## src/rtl/neuron_sched_pkg.sv

```systemverilog
// Shared definitions for the neuron update scheduler: FSM encoding, default
// parameter constants and small arithmetic helpers.
package neuron_sched_pkg;

    localparam int DEF_NUM_NEURONS = 4;
    localparam int DEF_ID_WIDTH    = 2;
    localparam int DEF_FIFO_DEPTH  = 4;
    localparam int DEF_TIMEOUT     = 15;

    typedef enum logic [2:0] {
        ST_IDLE      = 3'd0,
        ST_ISSUE     = 3'd1,
        ST_WAIT      = 3'd2,
        ST_DONE      = 3'd3,
        ST_RST_ISSUE = 3'd4,
        ST_RST_WAIT  = 3'd5
    } sched_state_e;

    // Saturating 8-bit increment used by the drop counter
    function automatic logic [7:0] sat_inc8(input logic [7:0] value);
        logic [7:0] result;
        if (value == 8'hFF) begin
            result = 8'hFF;
        end else begin
            result = value + 8'd1;
        end
        return result;
    endfunction

endpackage

```

## src/rtl/neuron_scheduler_if.sv

```systemverilog
// Spike-event stream carrying captured neuron indices with valid/ready handshake.
interface neuron_scheduler_if
    import neuron_sched_pkg::*;
#(
    parameter int ID_WIDTH = DEF_ID_WIDTH
);
    logic                spike_valid;
    logic                spike_ready;
    logic [ID_WIDTH-1:0] spike_id;

    modport master (output spike_valid, output spike_id, input spike_ready);
    modport slave  (input spike_valid, input spike_id, output spike_ready);
endinterface

```

## src/rtl/spike_event_fifo.sv

```systemverilog
// Small synchronous FIFO holding spike neuron indices; a push into a full
// FIFO is accepted only when a pop frees the slot in the same cycle.
module spike_event_fifo #(
    parameter int WIDTH = 2,
    parameter int DEPTH = 4
) (
    input  logic             clk,
    input  logic             rst,
    input  logic             push,
    input  logic [WIDTH-1:0] push_data,
    input  logic             pop,
    output logic [WIDTH-1:0] pop_data,
    output logic             full,
    output logic             empty
);
    localparam int PTR_W = $clog2(DEPTH);

    logic [WIDTH-1:0] mem_r [DEPTH];
    logic [PTR_W-1:0] wr_ptr_r;
    logic [PTR_W-1:0] rd_ptr_r;
    logic [PTR_W:0]   count_r;
    logic             push_ok_s;
    logic             pop_ok_s;

    assign full      = (count_r == (PTR_W+1)'(DEPTH));
    assign empty     = (count_r == '0);
    assign push_ok_s = push & (~full | pop);
    assign pop_ok_s  = pop & ~empty;
    assign pop_data  = mem_r[rd_ptr_r];

    // Storage, pointers and occupancy update
    always_ff @(posedge clk) begin
        if (rst) begin
            for (int i = 0; i < DEPTH; i++) begin
                mem_r[i] <= '0;
            end
            wr_ptr_r <= '0;
            rd_ptr_r <= '0;
            count_r  <= '0;
        end else begin
            if (push_ok_s) begin
                mem_r[wr_ptr_r] <= push_data;
                wr_ptr_r        <= wr_ptr_r + PTR_W'(1);
            end
            if (pop_ok_s) begin
                rd_ptr_r <= rd_ptr_r + PTR_W'(1);
            end
            case ({push_ok_s, pop_ok_s})
                2'b10:   count_r <= count_r + (PTR_W+1)'(1);
                2'b01:   count_r <= count_r - (PTR_W+1)'(1);
                default: count_r <= count_r;
            endcase
        end
    end

endmodule

```

## src/rtl/neuron_scheduler.sv

```systemverilog
// Sequences update and reset strobes across the attached neuron cores,
// captures spikes into an event FIFO and reports timeout/overrun errors.
module neuron_scheduler
    import neuron_sched_pkg::*;
#(
    parameter int NUM_NEURONS = DEF_NUM_NEURONS,
    parameter int ID_WIDTH    = DEF_ID_WIDTH,
    parameter int FIFO_DEPTH  = DEF_FIFO_DEPTH,
    parameter int TIMEOUT     = DEF_TIMEOUT
) (
    input  logic                   clk,
    input  logic                   rst,
    input  logic                   timestep_start,
    input  logic                   reset_all,
    output logic [NUM_NEURONS-1:0] start_update,
    output logic [NUM_NEURONS-1:0] start_reset,
    input  logic [NUM_NEURONS-1:0] busy_in,
    input  logic [NUM_NEURONS-1:0] spike_in,
    output logic                   sched_busy,
    output logic                   step_done,
    neuron_scheduler_if.master     spike_if,
    output logic [7:0]             drop_count,
    output logic                   timeout_err,
    output logic                   overrun_err
);
    localparam int CNT_W = $clog2(TIMEOUT + 1);
    localparam logic [ID_WIDTH-1:0] LAST_ID = ID_WIDTH'(NUM_NEURONS - 1);
    localparam logic [NUM_NEURONS-1:0] ONE_HOT0 = {{(NUM_NEURONS-1){1'b0}}, 1'b1};

    sched_state_e           state_r, next_state_s;
    logic [ID_WIDTH-1:0]    index_r, next_index_s;
    logic [CNT_W-1:0]       wait_cnt_r, next_wait_cnt_s;
    logic                   capture_s;
    logic                   timeout_set_s;
    logic                   overrun_set_s;
    logic                   advance_s;
    logic [NUM_NEURONS-1:0] next_update_s;
    logic [NUM_NEURONS-1:0] next_reset_s;

    logic [NUM_NEURONS-1:0] start_update_r;
    logic [NUM_NEURONS-1:0] start_reset_r;
    logic                   sched_busy_r;
    logic                   step_done_r;
    logic [7:0]             drop_count_r;
    logic                   timeout_err_r;
    logic                   overrun_err_r;

    logic                   fifo_full_s;
    logic                   fifo_empty_s;
    logic                   pop_s;
    logic                   drop_s;
    logic [ID_WIDTH-1:0]    fifo_data_s;

    // Next-state, capture and strobe decode
    always_comb begin
        next_state_s    = state_r;
        next_index_s    = index_r;
        next_wait_cnt_s = wait_cnt_r;
        capture_s       = 1'b0;
        timeout_set_s   = 1'b0;
        advance_s       = 1'b0;
        overrun_set_s   = (state_r != ST_IDLE) & (timestep_start | reset_all);
        case (state_r)
            ST_IDLE: begin
                if (reset_all) begin
                    next_state_s = ST_RST_ISSUE;
                end else if (timestep_start) begin
                    next_state_s = ST_ISSUE;
                    next_index_s = '0;
                end else begin
                    next_state_s = ST_IDLE;
                end
            end
            ST_ISSUE: begin
                next_state_s    = ST_WAIT;
                next_wait_cnt_s = '0;
            end
            ST_WAIT: begin
                if (!busy_in[index_r]) begin
                    capture_s = spike_in[index_r];
                    advance_s = 1'b1;
                end else if (wait_cnt_r == CNT_W'(TIMEOUT - 1)) begin
                    timeout_set_s = 1'b1;
                    advance_s     = 1'b1;
                end else begin
                    next_wait_cnt_s = wait_cnt_r + CNT_W'(1);
                end
                if (advance_s) begin
                    if (index_r == LAST_ID) begin
                        next_state_s = ST_DONE;
                    end else begin
                        next_state_s = ST_ISSUE;
                        next_index_s = index_r + ID_WIDTH'(1);
                    end
                end else begin
                    next_state_s = ST_WAIT;
                end
            end
            ST_DONE: begin
                next_state_s = ST_IDLE;
            end
            ST_RST_ISSUE: begin
                next_state_s    = ST_RST_WAIT;
                next_wait_cnt_s = '0;
            end
            ST_RST_WAIT: begin
                if (busy_in == '0) begin
                    next_state_s = ST_IDLE;
                end else if (wait_cnt_r == CNT_W'(TIMEOUT - 1)) begin
                    timeout_set_s = 1'b1;
                    next_state_s  = ST_IDLE;
                end else begin
                    next_wait_cnt_s = wait_cnt_r + CNT_W'(1);
                end
            end
            default: begin
                next_state_s = ST_IDLE;
            end
        endcase

        // Strobes are registered from the upcoming state so they align with it
        if (next_state_s == ST_ISSUE) begin
            next_update_s = ONE_HOT0 << next_index_s;
        end else begin
            next_update_s = '0;
        end
        if (next_state_s == ST_RST_ISSUE) begin
            next_reset_s = '1;
        end else begin
            next_reset_s = '0;
        end
    end

    // State, counters, registered outputs and sticky error flags
    always_ff @(posedge clk) begin
        if (rst) begin
            state_r        <= ST_IDLE;
            index_r        <= '0;
            wait_cnt_r     <= '0;
            start_update_r <= '0;
            start_reset_r  <= '0;
            sched_busy_r   <= 1'b0;
            step_done_r    <= 1'b0;
            drop_count_r   <= 8'd0;
            timeout_err_r  <= 1'b0;
            overrun_err_r  <= 1'b0;
        end else begin
            state_r        <= next_state_s;
            index_r        <= next_index_s;
            wait_cnt_r     <= next_wait_cnt_s;
            start_update_r <= next_update_s;
            start_reset_r  <= next_reset_s;
            sched_busy_r   <= (next_state_s != ST_IDLE);
            step_done_r    <= (next_state_s == ST_DONE);
            timeout_err_r  <= timeout_err_r | timeout_set_s;
            overrun_err_r  <= overrun_err_r | overrun_set_s;
            if (drop_s) begin
                drop_count_r <= sat_inc8(drop_count_r);
            end else begin
                drop_count_r <= drop_count_r;
            end
        end
    end

    assign pop_s  = ~fifo_empty_s & spike_if.spike_ready;
    assign drop_s = capture_s & fifo_full_s & ~pop_s;

    spike_event_fifo #(
        .WIDTH (ID_WIDTH),
        .DEPTH (FIFO_DEPTH)
    ) u_fifo (
        .clk       (clk),
        .rst       (rst),
        .push      (capture_s),
        .push_data (index_r),
        .pop       (pop_s),
        .pop_data  (fifo_data_s),
        .full      (fifo_full_s),
        .empty     (fifo_empty_s)
    );

    assign spike_if.spike_valid = ~fifo_empty_s;
    assign spike_if.spike_id    = fifo_data_s;

    assign start_update = start_update_r;
    assign start_reset  = start_reset_r;
    assign sched_busy   = sched_busy_r;
    assign step_done    = step_done_r;
    assign drop_count   = drop_count_r;
    assign timeout_err  = timeout_err_r;
    assign overrun_err  = overrun_err_r;

endmodule
```

## src/flat_wrapper.sv

```systemverilog
// flat-port wrapper written by rule: the top's interface ports become plain ports
module neuron_scheduler_flat import neuron_sched_pkg::*;
#(
    parameter int NUM_NEURONS = DEF_NUM_NEURONS,
    parameter int ID_WIDTH    = DEF_ID_WIDTH,
    parameter int FIFO_DEPTH  = DEF_FIFO_DEPTH,
    parameter int TIMEOUT     = DEF_TIMEOUT
)
  (clk, rst, timestep_start, reset_all, start_update, start_reset, busy_in, spike_in, sched_busy, step_done, drop_count, timeout_err, overrun_err, spike_if_spike_valid, spike_if_spike_id, spike_if_spike_ready);
  neuron_scheduler_if #(.ID_WIDTH(ID_WIDTH)) spike_if_i ();
  input  logic clk;
  input  logic rst;
  input  logic timestep_start;
  input  logic reset_all;
  output logic [NUM_NEURONS-1:0] start_update;
  output logic [NUM_NEURONS-1:0] start_reset;
  input  logic [NUM_NEURONS-1:0] busy_in;
  input  logic [NUM_NEURONS-1:0] spike_in;
  output logic sched_busy;
  output logic step_done;
  output logic [7:0] drop_count;
  output logic timeout_err;
  output logic overrun_err;
  output wire logic [$bits(spike_if_i.spike_valid)-1:0] spike_if_spike_valid;
  output wire logic [$bits(spike_if_i.spike_id)-1:0] spike_if_spike_id;
  input wire logic [$bits(spike_if_i.spike_ready)-1:0] spike_if_spike_ready;
  assign spike_if_spike_valid = spike_if_i.spike_valid;
  assign spike_if_spike_id = spike_if_i.spike_id;
  assign spike_if_i.spike_ready = spike_if_spike_ready;
  neuron_scheduler #(.NUM_NEURONS(NUM_NEURONS), .ID_WIDTH(ID_WIDTH), .FIFO_DEPTH(FIFO_DEPTH), .TIMEOUT(TIMEOUT)) u_core (.clk(clk), .rst(rst), .timestep_start(timestep_start), .reset_all(reset_all), .start_update(start_update), .start_reset(start_reset), .busy_in(busy_in), .spike_in(spike_in), .sched_busy(sched_busy), .step_done(step_done), .spike_if(spike_if_i), .drop_count(drop_count), .timeout_err(timeout_err), .overrun_err(overrun_err));
endmodule
```

## config.mk

```make
export PLATFORM = sky130hd
export DESIGN_NAME = neuron_scheduler_flat
export DESIGN_NICKNAME = d
export VERILOG_FILES = /design/src/rtl/neuron_sched_pkg.sv /design/src/rtl/neuron_scheduler_if.sv /design/src/rtl/spike_event_fifo.sv /design/src/rtl/neuron_scheduler.sv /design/src/flat_wrapper.sv
export SDC_FILE = /design/constraint.sdc
export NUM_CORES = 1
export LEC_CHECK = 0
export BUFFER_PORTS_ARGS = -buffer_cell sky130_fd_sc_hd__buf_2
export CORE_UTILIZATION = 60
export DETAILED_ROUTE_END_ITERATION = 8
export MAX_ROUTING_LAYER = met4
export PLACE_DENSITY = 0.91
export SLEW_MARGIN = 5
export SYNTH_ARGS = -nofsm -noshare
export SYNTH_HDL_FRONTEND = slang
export SYNTH_HIERARCHICAL = 1
export SYNTH_SLANG_ARGS = --single-unit
```

## constraint.sdc

```tcl
create_clock -name clk -period 5.4 [get_ports clk]
set_clock_uncertainty 0.1 [all_clocks]
set_input_delay 0.27 -clock clk [delete_from_list [all_inputs] [get_ports clk]]
set_output_delay 0.27 -clock clk [all_outputs]
set_load 0.02 [all_outputs]
```

; Word level (Yosys, flattened, before mapping)
; Memory sizes are Yosys's and may differ from the RTL's. A register that Yosys moved wholly into a read port is not among the register bits.
; Index checks and enable logic that the tools add are counted.
[op_classes]
order_cmp = 1
mux = 41
eq_ne = 15
n_reduce_logical = 11
n_bitwise = 14
shift = 1
add_sub_neg = 7
[ops]
columns = operator, count
row1 = 2-to-1 mux 2 bit, 10
row2 = 2-to-1 mux 1 bit, 16
row3 = 2-to-1 mux 4 bit, 4
row4 = one-hot mux 3 bit (5 select lines), 1
row5 = "equality test 3 bit, second input constant", 4
row6 = one-hot mux 4 bit (3 select lines), 1
row7 = 2-to-1 mux 3 bit, 3
row8 = nonzero test 3 bit, 3
row9 = "adder 8 x 1 -> 8 bit, second input constant", 1
row10 = "equality test 8 bit, second input constant", 1
row11 = 2-to-1 mux 8 bit, 1
row12 = "adder 2 x 1 -> 2 bit, second input constant", 3
row13 = bitwise AND 1 bit, 6
row14 = "equality test 3 x 1 -> 1 bit, second input constant", 2
row15 = "equality test 3 x 2 -> 1 bit, second input constant", 2
row16 = logical NOT 3 bit, 2
row17 = one-hot mux 3 bit (2 select lines), 1
row18 = OR reduction 2 bit, 3
row19 = "adder 4 x 1 -> 4 bit, second input constant", 1
row20 = binary-select mux 1 bit (select 2 bit), 2
row21 = "equality test 2 bit, second input constant", 2
row22 = "equality test 4 bit, second input constant", 1
row23 = logical NOT 4 bit, 1
row24 = inverter 1 bit, 4
row25 = 12 further kinds, 15
[word_totals]
input_bits = 13
regBits = 36
memories = 1
out_inout_bits = 23
ram_bits = 8
[memory_table]
columns = memory, words, word_bits, rd, rd_ports_with_merged_regs, wr, line_no
row1 = u_core.u_fifo.mem_r, 4, 2, 1, 1, 4, spike_event_fifo.sv:18  ; logic [WIDTH-1:0] mem_r [DEPTH];

; Logic depth before layout (Yosys ltp)
; Gate-level depths: netlist of run 1.
[logic_depth]
word_depth = 10
ltp_mapped = 11
depth_no_buf = 10

; Modules after synthesis
; Netlist of run 1, hierarchy kept.
[modules_own_cells]
columns = module, instances, seq_area_each_um2, cells_each, area_per_inst_um2
row1 = neuron_scheduler, 1, 520.5, 165, 1455.1
row2 = spike_event_fifo, 1, 420.4, 74, 780.7

; Worst setup path before layout of run 1
; OpenSTA, ideal clock, no wires.
[synth_path]
kind = flip-flop to flip-flop
from = reg u_core.u_fifo.count_r[0]
to = reg u_core.u_fifo.count_r[2]
n_path_buf = 1
t_arrival_ps = 2586
period_less_slack_ps = 2757
path_stages_with_launch = 12
path_slack_ps = 2643
setup_ps = 71
path_cell_list = dfxtp_1 > nor3_1 > nor2b_1 > or4b_1 > buf_2 > nand2_2 > ha_1 > inv_1 > fa_1 > xor2_1 > or3_1 > a21oi_1
[synth_via]
elab_chain_cells = 7
elab_cells_between_ends = 14
[synth_lines]
columns = item, line_no
row1 = start: declaration, spike_event_fifo.sv:21  ; logic [PTR_W:0] count_r;
row2 = start signal: assignment, spike_event_fifo.sv:49  ; 2'b10: count_r <= count_r + (PTR_W+1)'(1);
row3 = start signal: assignment, spike_event_fifo.sv:50  ; 2'b01: count_r <= count_r - (PTR_W+1)'(1);
row4 = start signal: assignment, spike_event_fifo.sv:51  ; default: count_r <= count_r;
row5 = logical NOT 3 bit *, spike_event_fifo.sv:26  ; assign empty = (count_r == '0);
row6 = net u_core.fifo_empty_s, neuron_scheduler.sv:49  ; logic fifo_empty_s;
row7 = inverter 1 bit *, neuron_scheduler.sv:165  ; assign pop_s = ~fifo_empty_s & spike_if.spike_ready;
row8 = bitwise AND 1 bit *, neuron_scheduler.sv:165
row9 = net u_core.pop_s, neuron_scheduler.sv:50  ; logic pop_s;
row10 = OR 1 bit, spike_event_fifo.sv:27  ; assign push_ok_s = push & (~full | pop);
row11 = bitwise AND 1 bit, spike_event_fifo.sv:27
row12 = equality test 2 x 1 -> 1 bit / equality test 2 bit (equally long branches), spike_event_fifo.sv:48  ; case ({push_ok_s, pop_ok_s})
row13 = one-hot mux 3 bit (2 select lines) / nonzero test 2 bit (equally long branches), n/a
; Mark *: on every way through the listed nets, which the timed path passes. The rest lies on a longest branch.
; A chain may end at the register's enable or synchronous reset.

; Final worst setup path of run 1
; Same ends and word-level chain as after synthesis.

==> impl_results.md, run 1 <==
- Start-to-end type of the worst setup path: register to register
- Synthesized net count: 257
- Placeable core region: 0.00344 mm2
- WP data required: 5.52 ns
- Startpoint of the lowest-slack hold path: timestep_start
- DRC violations left: 0
- Antenna diode count: 0
- Number of design-rule violations left by the first detailed-router iteration: 133
- Unrepaired setup endpoints after global routing: no
- Number of maximum-capacitance violations: 0
- Worst slew margin relative to its limit: 49.2%
- Highest fanout seen on the critical path: 6
- Clock-pin slew on the worst setup and hold paths: 0.08 ns
- Hold Path Stages: 5
- Area occupied by registers: 941 um2
- Post-Syn Area per Cell: 9.36 um2
- Max Buffers Root-to-Sink: 2
- Starting Density: 65.0%
- Sink Count: 43
- Via/cell ratio: 5.72
- VDD IR-drop max: 0.252 mV
- Cell Pwr Density: 273 mW/mm2
- I/O Pins: 36
- Number of synthesized flops with an enable pin: 8
- Number of storage elements in the synthesis netlist: 43
- Buffer cell driving the clock tree root: clkbuf_8
- Maximum number of pins on one net before global-route repair: 26
- Main combinational cell family by area after synthesis: simple AND/OR/NAND/NOR gates
- Mux share of post-synthesis cell area: 4.98%
- Slew of the pin with the lowest slew margin: 0.756 ns
- Final-report setup violation count: 0
- Shortest period the worst path allows: 3.02 ns
- Setup total negative slack: 0 ns
- Worst r2r dst: u_core/u_fifo/count_r[2]
- Distinct cell type count after synthesis: 52
- Combined area of the multi-input logic cells: 0.00115 mm2
- Top_reg_cell synth: dfxtp_1
- Area fraction in compound gates after synthesis: 14.0%
- Number of nets at the end of the flow: 285
- Final Total Pwr: 678 uW
- Reg-to-reg setup timing slack: 2.38 ns
- Minimum setup slack in the final design: 2.38 ns
- Mapped cell area: 0.00224 mm2
- DIE HEIGHT: 63.0 um
- Final weighted congestion in routability-driven placement: 0.873
- Cell leakage power: 1.04 nW
- Skew-Pair Late Insertion Delay: 0.30 ns
- HP Class: input pin to register
- Area delta synth->final: 11.1%
- Detailed Place HPWL: 3060 um
- Worst Hold End: u_core/overrun_err
- Initial antenna violation count: 0
- Status: completed
- Post-route antenna net violation count: 0
- Gate Count Post-Synth: 239
- Final WL: 4210 um
- Type of element capturing the critical path: register
- Sequential area share after synthesis: 42.1%
- Port Buffers: 35
- Detailed-router iteration count before antenna repair: 4
- TritonCTS Buffers: 5
- Simple-gate area share of the yosys netlist: 26.7%
- Full die area: 0.00397 mm2
- Filler Cell Count: 273
- Fmax: 331 MHz
- Startpoint of the most critical register-to-register path: u_core/u_fifo/count_r[0]
- Top library cells by usage in the layout, fill and taps aside: 35 x buf_2, 35 x dfxtp_1, 28 x nor2_1
- Number of buffers added to fix hold violations after cts: 0
- Dpl ws: 2.38 ns
- Portion of the clock cycle consumed by the worst path in the final layout: 55.9%
- Crit path arrival time: 3.14 ns
- Number of global-route vias before repair: 1,648
- Detail-routed net length per standard cell: 13.4 um
- Max Transition Viols Final: 0
- Wire length of the first global-routing pass: 7080 um
- Number of cell instances on the worst register-to-register path: 10
- Buffers inserted during post-CTS setup optimization: 0
- Layout cells sized above 1: 22.8%
- Number of warnings issued by yosys: 6
- Critical Path Start Type: register
- Final Hold Viols: 0
- Overall global routing resource usage: 23.7%
- CTS resizes: 0
- Fraction of registers with async set or reset after synthesis: 0%
- TritonCTS clock tree: yes
- Post-synthesis adder-cell area fraction: 3.13%
- H-tree Lvls: 2
- Total via count in the routed design: 1,797
- Die W: 63.0 um
- Xor-xnor portion of the synthesized cell area: 2.74%
- GR Overflow Total: 0
- Core Rows: 21
Yosys cell counts (2+ instances only):
| library cell | count | area share [%] |
|---|---|---|
| nor2_1 | 28 | 4.7 |
| and2_1 | 6 | 1.7 |
| o21ai_1 | 3 | 0.67 |
| or3b_1 | 2 | 0.78 |
| xor2_1 | 5 | 2.0 |
| nor4_1 | 2 | 0.56 |
| buf_6 | 3 | 1.5 |
| inv_1 | 14 | 2.4 |
| nand4_1 | 3 | 0.84 |
| o31ai_1 | 5 | 1.7 |
| xnor2_1 | 2 | 0.78 |
| a41o_1 | 2 | 0.90 |
| nor3b_2 | 3 | 1.7 |
| nand2_1 | 12 | 2.0 |
| nor2b_1 | 11 | 3.1 |
| a211oi_2 | 2 | 1.1 |
| dfxtp_1 | 35 | 31 |
| nor3_1 | 11 | 2.5 |
| nand2b_1 | 3 | 0.84 |
| and3_1 | 7 | 2.0 |
| or3_1 | 3 | 0.84 |
| ha_1 | 4 | 2.2 |
| o21ai_0 | 7 | 1.6 |
| nand3_1 | 5 | 1.1 |
| buf_4 | 3 | 1.0 |
| and4_1 | 2 | 0.78 |
| buf_2 | 2 | 0.45 |
| clkbuf_1 | 6 | 1.0 |
| mux4_2 | 4 | 4.0 |
| edfxtp_1 | 8 | 11 |
| a21oi_1 | 12 | 2.7 |
| a31oi_1 | 3 | 0.84 |
| nand2_2 | 2 | 0.56 |
sequential cells by signal (all words and copies together), names as in the netlist, 2 cells and up, named ones only:
name                    flops
u_core/u_fifo/count_r       3
u_core/index_r              2
u_core/u_fifo/wr_ptr_r      2
u_core/wait_cnt_r           4
u_core/drop_count           8
u_core/start_update         4
u_core/u_fifo/rd_ptr_r      2
u_core/state_r              3
u_core/u_fifo/mem_r         8
cells by family (layout without fill, tap and decap cells):
logic type	after synthesis	in the layout
mux	6	6
xor+xnor	7	7
compound gates	44	44
fa+ha+maj	5	5
buf+inv	28	57
flops	43	43
simple gates	106	106
where the power goes:
group	internal, mW	total [mW]	switching, mW
combinational	0.0401	0.0996	0.0594
sequential	0.340	0.354	0.0146
clock	0.116	0.224	0.108
metal layers:
layer / vias up / wire (um) / share of wire [%] / track usage [%]
met3: 7 / 184 / 4.4 / 5.47
met4: 0 / 61 / 1.4 / 11.3
li1: 898 / - / - / -
met2: 48 / 2140 / 51 / 39.5
met5: - / 0 / 0 / -
met1: 844 / 1820 / 43 / 26.7
worst max path at each step:
| stage | start | end | slack [ns] | cells after the start |
|---|---|---|---|---|
| finish | u_core/u_fifo/count_r[0] | u_core/u_fifo/count_r[2] | 2.38 | 10 |
| global route | u_core/u_fifo/count_r[0] | u_core/u_fifo/count_r[2] | 2.07 | 10 |
| CTS | u_core/u_fifo/count_r[0] | u_core/u_fifo/count_r[2] | 2.38 | 10 |
| detailed placement | u_core/u_fifo/count_r[0] | u_core/u_fifo/count_r[2] | 2.38 | 10 |
| global placement | u_core/u_fifo/count_r[0] | u_core/u_fifo/count_r[2] | 2.53 | 10 |
| floorplan | u_core/u_fifo/count_r[0] | u_core/u_fifo/count_r[2] | 2.64 | 11 |
worst max-delay path, cell delays in order (launching register included):
cell and delay (ns):
dfxtp_1 0.35, nor3_1 0.34, nor2b_1 0.14, or4b_1 0.61, nand2_2 0.16, ha_1 0.19, inv_1 0.06, fa_1 0.37
xor2_1 0.16, or3_1 0.32, a21oi_1 0.15
final cells by class:
cell class	count	share of cell area [%]
inverter	14	2.12
timing repair buffer	35	7.05
clock buffer	7	3.88
multi-input combinational	168	46.4
tap	46	2.32
sequential	43	37.9
clock inverter	1	0.302
per-stage QoR:
stage | area, um2 | util [%] | instances | hold slack (ns)
finish | 2480 | 72.2 | 314 | 0.232
global route | 2480 | 72.2 | 314 | 0.288
CTS | 2480 | 72.2 | 314 | 0.245
detailed placement | 2380 | 69.1 | 306 | 0.359
global placement | 2380 | 69.1 | 306 | 0.350
floorplan | 2240 | - | 239 | 0.247
No activity file was read; power rests on OpenSTA's default activity.
==> run 2: changes to the inputs <==
Settings changed: CORE_UTILIZATION 60 to 56, PLACE_DENSITY 0.91 to 0.86.
Clock period 5.4 ns to 3.15 ns, I/O delays scaled along.
==> run 2 against run 1 <==
Compared with the run above: first-iteration DRC count is 56% lower; via count fell by 1.3%; register-to-register slack worse by 2.1 ns; maximum frequency up 3.6%; power increased by 75%; count of clock-buffer cells in the layout unchanged; non-clock buffer count did not move; cell count is 0.64% higher; combinational power increased by 69%; critical endpoint unchanged.
==> impl_results.md, run 2 (synthesis results as in run 1) <==
- Startpoint of the lowest-slack hold path: timestep_start
- Max Transition Viols Final: 0
- Buffer cell driving the clock tree root: clkbuf_8
- Post-Route Utilization: 66.6%
- Cell Pwr Density: 476 mW/mm2
- Detailed Place HPWL: 3010 um
- Wire length of the first global-routing pass: 7110 um
- Skew-Pair Late Insertion Delay: 0.29 ns
- Core Rows: 22
- Unrepaired setup endpoints after global routing: no
- Initial antenna violation count: 0
- Via/cell ratio: 5.61
- Port Buffers: 35
- Top library cells by usage in the layout, fill and taps aside: 35 x buf_2, 35 x dfxtp_1, 28 x nor2_1
- TritonCTS clock tree: yes
- Type of element capturing the critical path: register
- H-tree Lvls: 2
- Detail-routed net length per standard cell: 12.9 um
- Final WL: 4080 um
- Final weighted congestion in routability-driven placement: 0.888
- TritonCTS Buffers: 5
- Maximum number of pins on one net before global-route repair: 26
- Number of design-rule violations left by the first detailed-router iteration: 58
- Final-report setup violation count: 0
- Starting Density: 59.7%
- Sink Count: 43
- Number of maximum-capacitance violations: 0
- Critical path startpoint: u_core/u_fifo/count_r[0]
- DRC violations left: 0
- Highest fanout seen on the critical path: 6
- Slew of the pin with the lowest slew margin: 0.646 ns
- Setup total negative slack: 0 ns
- Worst slew margin relative to its limit: 56.6%
- Critical-path top delay cell: or4b_1
- HP Class: input pin to register
- Layout cells sized above 1: 22.4%
- Final std cells w/o fill: 316
- Number of nets at the end of the flow: 285
- Max Buffers Root-to-Sink: 2
- VDD IR-drop max: 0.280 mV
- Placeable core region: 0.00374 mm2
- Fmax: 343 MHz
- Portion of the clock cycle consumed by the worst path in the final layout: 92.5%
- Cell leakage power: 1.05 nW
- WP data required: 3.27 ns
- Die W: 65.2 um
- GR Overflow Total: 0
- Total via count in the routed design: 1,773
- Antenna diode count: 0
- Largest stage delay on the critical path: 0.59 ns
- Clock-pin slew on the worst setup and hold paths: 0.08 ns
- Post-route antenna net violation count: 0
- Overall global routing resource usage: 22.3%
- Full die area: 0.00425 mm2
- Crit path arrival time: 3.04 ns
- Shortest period the worst path allows: 2.91 ns
- Area delta synth->final: 11.5%
- Number of global-route vias before repair: 1,659
- Filler Cell Count: 312
- Detailed-router iteration count before antenna repair: 4
- Cell breakdown of the critical path: nor3_2 -> nor2b_1 -> or4b_1 -> nand2_2 -> ha_1 -> inv_1 -> fa_1 -> xor2_1 -> or3_1 -> a21oi_1
- Start-to-end type of the worst setup path: register to register
- Final Hold Viols: 0
- Status: completed
- Placed Instances: 308
- Startpoint of the most critical register-to-register path: u_core/u_fifo/count_r[0]
- Critical Path Start Type: register
- DIE HEIGHT: 65.2 um
- I/O Pins: 36
[run 2: critical path: cells and delay by family, from the launching register on]
| kind | cells | cell delay (ns) |
|---|---|---|
| AO/OA/AOI/OAI | 1 | 0.15 |
| XOR/XNOR | 1 | 0.16 |
| adder cells (fa/ha/maj) | 2 | 0.57 |
| buffers and inverters | 1 | 0.06 |
| flip-flops | 1 | 0.36 |
| AND/OR/NAND/NOR | 5 | 1.44 |
[run 2: final timing paths]
path / to / slack (ns) / cells past startpoint
worst max register to register: u_core/u_fifo/count_r[2] / 0.24 / 10
worst min register to register: u_core/overrun_err / 0.38 / 2
worst min-delay path: u_core/overrun_err / 0.11 / 5
worst max-delay path: u_core/u_fifo/count_r[2] / 0.24 / 10
[run 2: metal layers]
metal,GRT usage [%],wire (um),share of wire [%]
met5,-,0,0
met4,8.97,47,1.2
met3,4.69,177,4.3
met2,35.8,1920,47
met1,27.3,1940,47
[run 2: where the power goes]
part | total (mW) | leakage [nW] | switching (mW) | internal (mW)
sequential | 0.608 | 0.366 | 0.0257 | 0.582
clock | 0.412 | 0.0524 | 0.175 | 0.237
combinational | 0.168 | 0.628 | 0.0992 | 0.0686
[run 2: layout make-up]
class	count	area (um2)	share of cell area, %
Multi-Input combinational cell	168	1160	46.5
Sequential cell	43	941	37.7
Timing Repair Buffer	35	175	7.02
Clock buffer	7	76.3	3.06
Tap cell	48	60.1	2.41
Inverter	14	52.6	2.11
Clock inverter	1	30.0	1.20
[run 2: through the flow]
stage	instance area (um2)	setup WS (ns)	power, mW	hold WS [ns]
floorplan	2240	0.393	0.751	0.135
global placement	2380	0.280	0.782	0.347
detailed placement	2380	0.155	0.787	0.362
CTS	2490	0.142	1.20	0.106
global route	2490	0.0546	1.25	0.178
finish	2490	0.237	1.19	0.108
[run 2: what timing repair did]
action	4_1_cts	5_1_grt
hold buffers	0	0
gates resized for setup	0	1
endpoints found under the setup margin	0	1
buffers inserted	0	0
==> run 3: changes to the inputs <==
Settings changed: CORE_UTILIZATION 56 to 35, PLACE_DENSITY 0.86 to unset.
==> run 3 against run 2 <==
Compared with the run above: cell count up 9.5%; die area up 58%; cell area up 2.1%; global-route usage down 7.7 points; non-clock buffer count up 3; sequential share of layout area down 0.78 points; count of clock-buffer cells in the layout down 2; critical path type unchanged; largest power group unchanged.
==> impl_results.md, run 3 (synthesis results as in run 1) <==
- Full die area: 0.00671 mm2
- Initial antenna violation count: 0
- Largest stage delay on the critical path: 0.60 ns
- Start-to-end type of the worst setup path: register to register
- TritonCTS Buffers: 5
- Net switching power figure: 306 uW
- Unrepaired setup endpoints after global routing: no
- GR Overflow Total: 0
- Crit path arrival time: 3.01 ns
- CTS resizes: 0
- Startpoint of the most critical register-to-register path: u_core/u_fifo/count_r[0]
- Core Rows: 28
- Type of element capturing the critical path: register
- Cell breakdown of the critical path: nor3_1 -> nor2b_1 -> or4b_1 -> nand2_2 -> ha_1 -> inv_1 -> fa_1 -> xor2_1 -> or3_1 -> a21oi_1
- Maximum number of pins on one net before global-route repair: 26
- Sw Share: 25.7%
- Buffers inserted during post-CTS setup optimization: 0
- Skew-Pair Late Insertion Delay: 0.29 ns
- Fmax: 346 MHz
- Final std cells w/o fill: 346
- Setup total negative slack: 0 ns
- Detailed Place HPWL: 3170 um
- Cell Pwr Density: 468 mW/mm2
- Detailed-router iteration count before antenna repair: 4
- Final WL: 4350 um
- Number of design-rule violations left by the first detailed-router iteration: 136
- Clock-pin slew on the worst setup and hold paths: 0.08 ns
- Critical Path Start Type: register
- Wire length of the first global-routing pass: 7340 um
- Portion of the clock cycle consumed by the worst path in the final layout: 91.7%
- Proportion of power drawn by the clock network: 34.6%
- DRC violations left: 0
- Overall global routing resource usage: 14.6%
- Port Buffers: 35
- H-tree Lvls: 2
- I/O Pins: 36
- Shortest period the worst path allows: 2.89 ns
- Top library cells by usage in the layout, fill and taps aside: 35 x buf_2, 35 x dfxtp_1, 28 x nor2_1
- Minimum hold slack: 0.131 ns
- Buffers and inverters on the worst path: 1
- Buffer cell driving the clock tree root: clkbuf_8
- Number of global-route vias before repair: 1,558
- Max Buffers Root-to-Sink: 2
- Final Hold Viols: 0
- Max Transition Viols Final: 0
- Part of the power in combinational logic: 14.4%
- Area occupied by registers: 941 um2
- Number of maximum-capacitance violations: 0
- DIE HEIGHT: 81.9 um
- Starting Density: 37.1%
- Via/cell ratio: 5.04
- Highest fanout seen on the critical path: 6
- Status: completed
- Post-route antenna net violation count: 0
- Worst slew margin relative to its limit: 56.5%
- Final Total Pwr: 1.19 mW
- Antenna diode count: 0
- Cell leakage power: 1.06 nW
- TritonCTS clock tree: yes
- Number of buffers added to fix hold violations after cts: 0
- Part of the power in registers: 50.9%
- Sink Count: 43
- Detail-routed net length per standard cell: 12.6 um
- Placed Instances: 338
- Number of nets at the end of the flow: 288
- Total via count in the routed design: 1,743
- Filler Cell Count: 620
- Placeable core region: 0.00603 mm2
- Slew of the pin with the lowest slew margin: 0.647 ns
- Combined area of the multi-input logic cells: 0.00115 mm2
- Internal Power: 885 uW
- Cell family contributing the most delay on the critical path: simple AND/OR/NAND/NOR gates
- Critical-path top delay cell: or4b_1
- VDD IR-drop max: 0.223 mV
- Startpoint of the lowest-slack hold path: timestep_start
- Die W: 81.9 um
- Final-report setup violation count: 0
- HP Class: input pin to register
- Final weighted congestion in routability-driven placement: 0.765
- Critical path startpoint: u_core/u_fifo/count_r[0]
- Area delta synth->final: 13.9%
- Layout cells sized above 1: 23.2%
- WP data required: 3.27 ns
-- run 3: cell count changes in the layout (fill, tap and decap cells not counted) --
| cell | previous run | this run |
|---|---|---|
| clkinv_2 | 0 | 1 |
| nor3_2 | 2 | 1 |
| clkbuf_1 | 2 | 0 |
| buf_4 | 0 | 3 |
| nor3_1 | 10 | 11 |
| clkinv_1 | 0 | 1 |
-- run 3: tightest hold or removal path, delay by kind of cell --
kind          cells  cell delay, ns
buf+inv           1            0.08
simple gates      4            0.24
-- run 3: final cells by class --
| type | count | share of cell area, % |
|---|---|---|
| Inverter | 14 | 2.06 |
| Multi-Input combinational cell | 168 | 45.3 |
| Tap cell | 75 | 3.69 |
| Clock inverter | 3 | 1.52 |
| Sequential cell | 43 | 37.0 |
| Clock buffer | 5 | 2.70 |
| Timing Repair Buffer | 38 | 7.76 |
-- run 3: worst paths after layout --
| path | end | slack [ns] | cells past startpoint |
|---|---|---|---|
| worst max register to register | u_core/u_fifo/count_r[2] | 0.26 | 10 |
| worst max-delay path | u_core/u_fifo/count_r[2] | 0.26 | 10 |
| worst min register to register | u_core/timeout_err | 0.37 | 2 |
| worst min-delay path | u_core/overrun_err | 0.13 | 5 |
-- run 3: metal layers --
metal	routed length, um	global-route usage [%]	vias to the layer above	part of all wire, %
met5	0	-	-	0
met4	22	5.09	0	0.51
met3	187	3.11	2	4.3
met2	2070	21.8	37	48
met1	2070	19.5	792	48
li1	-	-	912	-
-- run 3: metrics by stage --
| stage | instance area (um2) | setup WS [ns] | utilization (%) |
|---|---|---|---|
| floorplan | 2240 | 0.393 | - |
| finish | 2550 | 0.261 | 42.3 |
| global placement | 2440 | 0.370 | 40.5 |
| CTS | 2550 | 0.241 | 42.3 |
| detailed placement | 2440 | 0.282 | 40.5 |
| global route | 2550 | 0.0576 | 42.3 |
-- run 3: power by group through the flow --
stage          registers, mW  logic, mW  clock network, mW
2_1_floorplan          0.614      0.137                  0
3_3_place_gp           0.621      0.170                  0
3_5_place_dp           0.620      0.172                  0
4_1_cts                0.607      0.173              0.431
5_1_grt                0.612      0.190              0.457
6_report               0.607      0.172              0.413
